==> src/rtl/lsu_ctrl_if.sv <==
// Memory-side bus of the load/store unit: one read channel and one write channel,
// each using a valid/ready handshake.
interface lsu_ctrl_if #(
    parameter int ADDR_BITS = 8,
    parameter int DATA_BITS = 8
);
    logic                 mem_read_valid;
    logic [ADDR_BITS-1:0] mem_read_address;
    logic                 mem_read_ready;
    logic [DATA_BITS-1:0] mem_read_data;
    logic                 mem_write_valid;
    logic [ADDR_BITS-1:0] mem_write_address;
    logic [DATA_BITS-1:0] mem_write_data;
    logic                 mem_write_ready;

    modport master (
        output mem_read_valid, mem_read_address,
        input  mem_read_ready, mem_read_data,
        output mem_write_valid, mem_write_address, mem_write_data,
        input  mem_write_ready
    );

    modport slave (
        input  mem_read_valid, mem_read_address,
        output mem_read_ready, mem_read_data,
        input  mem_write_valid, mem_write_address, mem_write_data,
        output mem_write_ready
    );
endinterface

==> src/rtl/lsu_ctrl.sv <==
// Per-thread load/store unit: one read or write per instruction, result held until UPDATE.
// Optional WAITING watchdog enabled by defining LSU_TIMEOUT_EN.
module lsu_ctrl #(
    parameter int ADDR_BITS      = 8,
    parameter int DATA_BITS      = 8,
    parameter int TIMEOUT_CYCLES = 255
) (
    input  logic                 clk,
    input  logic                 reset,
    input  logic                 enable,
    input  logic [2:0]           core_state,
    input  logic                 mem_read_enable,
    input  logic                 mem_write_enable,
    input  logic [DATA_BITS-1:0] rs,
    input  logic [DATA_BITS-1:0] rt,
    lsu_ctrl_if.master           mem,
    output logic [1:0]           lsu_state,
    output logic [DATA_BITS-1:0] lsu_out,
    output logic                 lsu_error
);
    localparam logic [2:0] CORE_REQUEST = 3'b011;
    localparam logic [2:0] CORE_UPDATE  = 3'b110;

    typedef enum logic [1:0] {
        IDLE       = 2'd0,
        REQUESTING = 2'd1,
        WAITING    = 2'd2,
        DONE       = 2'd3
    } state_t;

    state_t               state_reg, state_next;
    logic                 is_read_reg, is_read_next;
    logic                 read_valid_reg, read_valid_next;
    logic                 write_valid_reg, write_valid_next;
    logic [ADDR_BITS-1:0] read_addr_reg, read_addr_next;
    logic [ADDR_BITS-1:0] write_addr_reg, write_addr_next;
    logic [DATA_BITS-1:0] write_data_reg, write_data_next;
    logic [DATA_BITS-1:0] lsu_out_reg, lsu_out_next;
    logic [ADDR_BITS-1:0] rs_addr;
    logic                 start;
    logic                 sel_ready;

    // rs is zero-extended or truncated to the address width
    generate
        if (ADDR_BITS <= DATA_BITS) begin : g_addr_trunc
            assign rs_addr = rs[ADDR_BITS-1:0];
        end else begin : g_addr_ext
            assign rs_addr = {{(ADDR_BITS-DATA_BITS){1'b0}}, rs};
        end
    endgenerate

    assign start = enable && (core_state == CORE_REQUEST) &&
                   (mem_read_enable || mem_write_enable);
    assign sel_ready = is_read_reg ? mem.mem_read_ready : mem.mem_write_ready;

`ifdef LSU_TIMEOUT_EN
    localparam int CNT_BITS = ($clog2(TIMEOUT_CYCLES + 1) > 8) ? $clog2(TIMEOUT_CYCLES + 1) : 8;
    localparam logic [CNT_BITS-1:0] CNT_LAST = CNT_BITS'(TIMEOUT_CYCLES - 1);
    logic [CNT_BITS-1:0] cnt_reg, cnt_next;
    logic                error_reg, error_next;
    assign lsu_error = error_reg;
`else
    assign lsu_error = 1'b0;
`endif

    always_comb begin
        state_next       = state_reg;
        is_read_next     = is_read_reg;
        read_valid_next  = read_valid_reg;
        write_valid_next = write_valid_reg;
        read_addr_next   = read_addr_reg;
        write_addr_next  = write_addr_reg;
        write_data_next  = write_data_reg;
        lsu_out_next     = lsu_out_reg;
`ifdef LSU_TIMEOUT_EN
        cnt_next         = cnt_reg;
        error_next       = error_reg;
`endif
        case (state_reg)
            IDLE: begin
                if (start) begin
                    // a load takes priority when both enables are set
                    is_read_next = mem_read_enable;
                    if (mem_read_enable) begin
                        read_addr_next = rs_addr;
                    end else begin
                        write_addr_next = rs_addr;
                        write_data_next = rt;
                    end
`ifdef LSU_TIMEOUT_EN
                    error_next = 1'b0;
`endif
                    state_next = REQUESTING;
                end
            end
            REQUESTING: begin
                if (is_read_reg) read_valid_next = 1'b1;
                else             write_valid_next = 1'b1;
`ifdef LSU_TIMEOUT_EN
                cnt_next = '0;
`endif
                state_next = WAITING;
            end
            WAITING: begin
                if (sel_ready) begin
                    read_valid_next  = 1'b0;
                    write_valid_next = 1'b0;
                    if (is_read_reg) lsu_out_next = mem.mem_read_data;
                    state_next = DONE;
                end
`ifdef LSU_TIMEOUT_EN
                else if (cnt_reg == CNT_LAST) begin
                    read_valid_next  = 1'b0;
                    write_valid_next = 1'b0;
                    error_next       = 1'b1;
                    state_next       = DONE;
                end else begin
                    cnt_next = cnt_reg + 1'b1;
                end
`endif
            end
            DONE: begin
                if (core_state == CORE_UPDATE) state_next = IDLE;
            end
            default: state_next = IDLE;
        endcase
    end

    always_ff @(posedge clk) begin
        if (!reset) begin
            state_reg       <= IDLE;
            is_read_reg     <= 1'b0;
            read_valid_reg  <= 1'b0;
            write_valid_reg <= 1'b0;
            read_addr_reg   <= '0;
            write_addr_reg  <= '0;
            write_data_reg  <= '0;
            lsu_out_reg     <= '0;
`ifdef LSU_TIMEOUT_EN
            cnt_reg         <= '0;
            error_reg       <= 1'b0;
`endif
        end else begin
            state_reg       <= state_next;
            is_read_reg     <= is_read_next;
            read_valid_reg  <= read_valid_next;
            write_valid_reg <= write_valid_next;
            read_addr_reg   <= read_addr_next;
            write_addr_reg  <= write_addr_next;
            write_data_reg  <= write_data_next;
            lsu_out_reg     <= lsu_out_next;
`ifdef LSU_TIMEOUT_EN
            cnt_reg         <= cnt_next;
            error_reg       <= error_next;
`endif
        end
    end

    assign mem.mem_read_valid    = read_valid_reg;
    assign mem.mem_read_address  = read_addr_reg;
    assign mem.mem_write_valid   = write_valid_reg;
    assign mem.mem_write_address = write_addr_reg;
    assign mem.mem_write_data    = write_data_reg;
    assign lsu_state             = state_reg;
    assign lsu_out               = lsu_out_reg;
endmodule

==> src/flat_wrapper.sv <==
// flat-port wrapper written by rule: the top's interface ports become plain ports
module lsu_ctrl_flat 
#(
    parameter int ADDR_BITS      = 8,
    parameter int DATA_BITS      = 8,
    parameter int TIMEOUT_CYCLES = 255
)
  (clk, reset, enable, core_state, mem_read_enable, mem_write_enable, rs, rt, lsu_state, lsu_out, lsu_error, mem_mem_read_valid, mem_mem_read_address, mem_mem_read_ready, mem_mem_read_data, mem_mem_write_valid, mem_mem_write_address, mem_mem_write_data, mem_mem_write_ready);
  lsu_ctrl_if #(.ADDR_BITS(ADDR_BITS), .DATA_BITS(DATA_BITS)) mem_i ();
  input  logic clk;
  input  logic reset;
  input  logic enable;
  input  logic [2:0] core_state;
  input  logic mem_read_enable;
  input  logic mem_write_enable;
  input  logic [DATA_BITS-1:0] rs;
  input  logic [DATA_BITS-1:0] rt;
  output logic [1:0] lsu_state;
  output logic [DATA_BITS-1:0] lsu_out;
  output logic lsu_error;
  output wire logic [$bits(mem_i.mem_read_valid)-1:0] mem_mem_read_valid;
  output wire logic [$bits(mem_i.mem_read_address)-1:0] mem_mem_read_address;
  input wire logic [$bits(mem_i.mem_read_ready)-1:0] mem_mem_read_ready;
  input wire logic [$bits(mem_i.mem_read_data)-1:0] mem_mem_read_data;
  output wire logic [$bits(mem_i.mem_write_valid)-1:0] mem_mem_write_valid;
  output wire logic [$bits(mem_i.mem_write_address)-1:0] mem_mem_write_address;
  output wire logic [$bits(mem_i.mem_write_data)-1:0] mem_mem_write_data;
  input wire logic [$bits(mem_i.mem_write_ready)-1:0] mem_mem_write_ready;
  assign mem_mem_read_valid = mem_i.mem_read_valid;
  assign mem_mem_read_address = mem_i.mem_read_address;
  assign mem_i.mem_read_ready = mem_mem_read_ready;
  assign mem_i.mem_read_data = mem_mem_read_data;
  assign mem_mem_write_valid = mem_i.mem_write_valid;
  assign mem_mem_write_address = mem_i.mem_write_address;
  assign mem_mem_write_data = mem_i.mem_write_data;
  assign mem_i.mem_write_ready = mem_mem_write_ready;
  lsu_ctrl #(.ADDR_BITS(ADDR_BITS), .DATA_BITS(DATA_BITS), .TIMEOUT_CYCLES(TIMEOUT_CYCLES)) u_core (.clk(clk), .reset(reset), .enable(enable), .core_state(core_state), .mem_read_enable(mem_read_enable), .mem_write_enable(mem_write_enable), .rs(rs), .rt(rt), .mem(mem_i), .lsu_state(lsu_state), .lsu_out(lsu_out), .lsu_error(lsu_error));
endmodule
==> config.mk <==
export PLATFORM = sky130hd
export DESIGN_NAME = lsu_ctrl_flat
export DESIGN_NICKNAME = d
export VERILOG_FILES = /design/src/rtl/lsu_ctrl_if.sv /design/src/rtl/lsu_ctrl.sv /design/src/flat_wrapper.sv
export SDC_FILE = /design/constraint.sdc
export NUM_CORES = 1
export LEC_CHECK = 0
export ABC_AREA = 1
export BUFFER_PORTS_ARGS = -buffer_cell sky130_fd_sc_hd__buf_2
export CORE_ASPECT_RATIO = 0.7
export CORE_UTILIZATION = 42
export CTS_BUF_LIST = sky130_fd_sc_hd__clkbuf_4
export DETAILED_ROUTE_END_ITERATION = 12
export HOLD_SLACK_MARGIN = 0.06
export MAX_ROUTING_LAYER = met4
export PLACE_DENSITY = 0.72
export SLEW_MARGIN = 20
export SYNTH_ARGS = -nofsm -noshare
export SYNTH_HDL_FRONTEND = slang
export SYNTH_SLANG_ARGS = --single-unit
==> constraint.sdc <==
create_clock -name clk -period 1.4 [get_ports clk]
set_input_delay 0.14 -clock clk [delete_from_list [all_inputs] [get_ports clk]]
set_output_delay 0.14 -clock clk [all_outputs]
set_load 0.02 [all_outputs]
=== After elaboration in Yosys (flattened, before gate mapping) ===
Index checks and enable logic that the tools add are counted.

* Logic and storage cells: 41
* Output and inout bits: 37
* Bits of input ports: 34
* Bits in registers: 37

* Bitwise gates (word level): 1
* Reductions and logical operators: 12
* Equality and inequality tests: 10
* Muxes and demuxes: 10

{| class="wikitable"
|+ Operators by type and width
! cell !! number
|-
| $reduce_and A3 Y1 || 6
|-
| $ne A2 B1 Y1 const B || 4
|-
| $pmux W2 S4 || 1
|-
| $mux W2 || 3
|-
| $eq A2 B2 Y1 const B || 2
|-
| $mux W1 || 4
|-
| $pmux W1 S2 || 2
|-
| $eq A3 B2 Y1 const B || 1
|-
| $eq A3 B3 Y1 const B || 1
|-
| $eq A2 B1 Y1 const B || 1
|-
| $logic_and A1 B1 Y1 || 2
|-
| $logic_not A2 Y1 || 1
|-
| $ne A2 B2 Y1 const B || 1
|-
| $reduce_and A2 Y1 || 1
|-
| $reduce_bool A2 Y1 || 1
|-
| $logic_or A1 B1 Y1 || 1
|-
| $not A1 Y1 || 1
|}

=== Logic depth before layout (Yosys ltp) ===
* Depth in word-level cells: 5
* Gate-level depth with buffers: 8
* Mapped depth without buffers: 8

=== Worst setup path before layout ===
OpenSTA, ideal clock, no wires.

* Path type: reg2reg
* Start: reg u_core.state_reg[0] (netlist: u_core.lsu_state[0])
* End: reg u_core.lsu_out_reg[4] (netlist: u_core.lsu_out[4])
* Stages on the path, launching flop included: 7
* Data required time: 1.330 ns
* Setup slack: -0.143 ns
* Library setup time: 0.070 ns
* Period minus slack after synthesis: 1.543 ns
* Arrival time: 1.473 ns
* Buffers on the path: 1
* Path through: dfxtp_1 inv_1 ha_1 nand3_1 clkbuf_1 o21ai_0 a21oi_1

* Cells in the longest elaborated chain, start to end: 2

{| class="wikitable"
|+ Ends and longest elaborated chain
! item !! RTL line !! text
|-
| start, declared || lsu_ctrl.sv:31 || <nowiki>state_t state_reg, state_next;</nowiki>
|-
| start signal, assigned || lsu_ctrl.sv:144 || <nowiki>state_reg <= state_next;</nowiki>
|-
| $eq A2 B2 Y1 || lsu_ctrl.sv:79 || <nowiki>case (state_reg)</nowiki>
|-
| $reduce_and A3 Y1 (no line) || -- ||
|-
| end signal, assigned || lsu_ctrl.sv:151 || <nowiki>lsu_out_reg <= lsu_out_next;</nowiki>
|-
| end, declared || lsu_ctrl.sv:38 || <nowiki>logic [DATA_BITS-1:0] lsu_out_reg, lsu_out_next;</nowiki>
|}

Every way passes these cells.
A chain may end at the register's enable or synchronous reset.

=== Final worst setup path ===
* Start: reg u_core.state_reg[1] (netlist: u_core.lsu_state[1])
* End: reg u_core.write_data_reg[7] (netlist: u_core.mem.mem_write_data[7])

* Cells in the longest elaborated chain, start to end: 2

{| class="wikitable"
|+ Ends and longest elaborated chain
! item !! RTL line !! text
|-
| $logic_not A2 Y1 || lsu_ctrl.sv:79 ||
|-
| $reduce_and A3 Y1 (no line) || -- ||
|-
| end signal, assigned || lsu_ctrl.sv:150 || <nowiki>write_data_reg <= write_data_next;</nowiki>
|-
| end, declared || lsu_ctrl.sv:37 || <nowiki>logic [DATA_BITS-1:0] write_data_reg, write_data_next;</nowiki>
|}

Every way passes these cells.

==> results.toml <==
[status]
status = "finished clean"

[placed_design]
dp_hpwl_mm = 2.49
dp_slack_ns = 0.00952
port_buffers = 69
place_inst = 359
gp_congestion = 0.817

[routing]
drc_errors = 0
vias = 1694
drtPass1Iterations = 4
drt_iter0_drc = 62
post_drt_wl_per_cell_um = 10.1
antenna_left = 0
routed_via_density = 4.34
routed_wl_mm = 3.93

[critical_path]
cp_slowest_cell = "dfxtp_1"
crit_path_end_kind = "register"
critPathKind = "reg2reg"
ff2ff_setup_slack_ns = 0.03
critPathTopFamily = "flip-flops"
crit_required_ns = 1.68
arrival_ns = 1.65
path_max_fanout = 32
path_common_cell = "nand2_1"
cp-start-kind = "register"
critPathMaxStageDelay_ns = 0.36
path_cells = "inv_1 > ha_2 > nand4_4 > buf_12 > nand2_1 > nand2_1 > nor2_1"
critPathBufInv = 2

[floorplanning]
die_x_um = 78.1
floorplan.initialDensity_pct = 46.1
std_cell_rows = 18
die_area_um2 = 4310
coreArea_um2 = 3690
pin_count = 71
fp.dieH_um = 55.3

[finish]
seqCellArea_um2 = 742
drive_gt1_share_pct = 26.5
nFillCells = 336
final_cell_mix = "buf_2 (69), nand2_1 (61), nor2_1 (51), inv_1 (43), dfxtp_1 (36)"
stdcell_count = 390
fin_util_pct = 65.2
antennaDiodeCount = 0
multi_input_area_um2 = 742
layout.nets = 378
syn_to_final_growth_pct = 41.5
mostFrequentLayoutCell = "buf_2"

[synth]
syn_area_um2 = 1700
syn_nets = 285
synth_seq_cells = 37
ys_seq_area_share_pct = 43.5
synth_area_per_cell_um2 = 6.92
yosysWarnings = 0
ys_types = 19
synthCells = 246

[grt]
grt_max_degree = 36
grt_overflow = 0
grt_pass1_wl_mm = 6.40
groute.usage.overall_pct = 19.6
grt_pass1_vias = 1483
antenna_found_initial = 0

[sta]
rsz0062_at_grt = "yes"
post-route-period-util_pct = 98.0
final_hold_viol_count = 0
fmax_ghz = 0.729
fin_ws_ns = 0.0274
finalSetupTns_ns = 0
slew_violations = 0
skew_ns = 0.00558
finalHoldWorstSlack_ns = 0.0861
setup_viol = 0
fin_crit_ns = 1.37

[power_and_ir_drop]
leakage_nw = 1.33
vdd_drop_max_mv = 0.762
cellPowerDensity_nw_per_um2 = 1200

[job]
drv_cap = 0

[clock_network]
clk_latency_ns = 0.34
cts_tree = "yes"
htree_levels = 2
cts_buffers = 5
clk_pin_slew_ns = 0.11
clk_path_buf_depth = 2
cts-root-buf = "clkbuf_4"
cts_sinks = 37

[hold_path]
hold_path_class = "in2reg"
## cells by family (layout without fill, tap and decap cells)
family,Yosys count,after routing,share of synthesized area [%]
other cells,1,1,0.220
fa+ha+maj,5,5,3.68
compound gates,21,21,6.18
simple gates,129,130,32.4
flops,37,37,43.5
buf+inv,53,146,14.0
## per-stage QoR
stage / cell area [µm²] / total power [mW]
detailed placement: 2090 / 2.06
floorplan: 1700 / 1.81
finish: 2410 / 2.88
global placement: 2090 / 2.04
global route: 2410 / 3.07
CTS: 2390 / 2.87
## area by class of cell
type | count | share of cell area [%]
Clock buffer | 6 | 1.87
Multi-Input combinational cell | 157 | 30.8
Timing Repair Buffer | 95 | 25.8
Sequential cell | 37 | 30.8
Tap cell | 50 | 2.60
Clock inverter | 2 | 1.40
Inverter | 43 | 6.70
## path summary, 6_finish.rpt
kind | start | end | depth (start not counted)
setup reg to reg | u_core.lsu_state[1]$_SDFFE_PN0P_ | u_core.mem.mem_write_data[7]$_SDFFE_PN0P_ | 7
setup / recovery | u_core.lsu_state[1]$_SDFFE_PN0P_ | u_core.mem.mem_write_data[7]$_SDFFE_PN0P_ | 7
hold / removal | mem_mem_read_data[3] | u_core.lsu_out[3]$_SDFFE_PN0P_ | 3
hold reg to reg | u_core.lsu_out[4]$_SDFFE_PN0P_ | u_core.lsu_out[4]$_SDFFE_PN0P_ | 2
## worst register-to-register path, cell delays in order, from the launching register on
cell and delay [ns]:
dfxtp_1 0.36, inv_1 0.13, ha_2 0.30, nand4_4 0.13, buf_12 0.18, nand2_1 0.08
nand2_1 0.06, nor2_1 0.10
## synthesized netlist by cell type (all sizes together)
master  count  area share [%]
a21oi      13             3.8
ha          5             3.7
buf         7             3.3
inv        43             9.5
nand2      62              14
clkbuf      3             1.2
nand3       9             2.6
dfxtp      37              44
o21ai       8             2.4
nand4       4             3.2
conb        1            0.22
nor2       54              13
## where the power goes
group	switching [mW]	leakage [nW]	internal, mW	total [mW]
combinational	0.553	0.983	0.386	0.939
sequential	0.0608	0.300	1.14	1.20
clock	0.350	0.0433	0.391	0.741
total	0.964	1.33	1.91	2.88
## routing by layer
metal	vias to the layer above	GRT usage [%]	wire, µm
met3	5	5.12	233
met1	712	23.8	1980
met5	-	-	0
li1	919	-	-
met4	0	7.94	44
met2	58	31.0	1670
## repair_timing
item / in CTS / in global routing
cloned: 0 / 1
endpoints found under the setup margin: 2 / 16
hold endpoints to repair: 29 / 0
pin swaps: 0 / 1
setup buffers: 0 / 0
hold buffers: 22 / 0
gates resized for setup: 1 / 1
No activity file was read; power rests on OpenSTA's default activity.
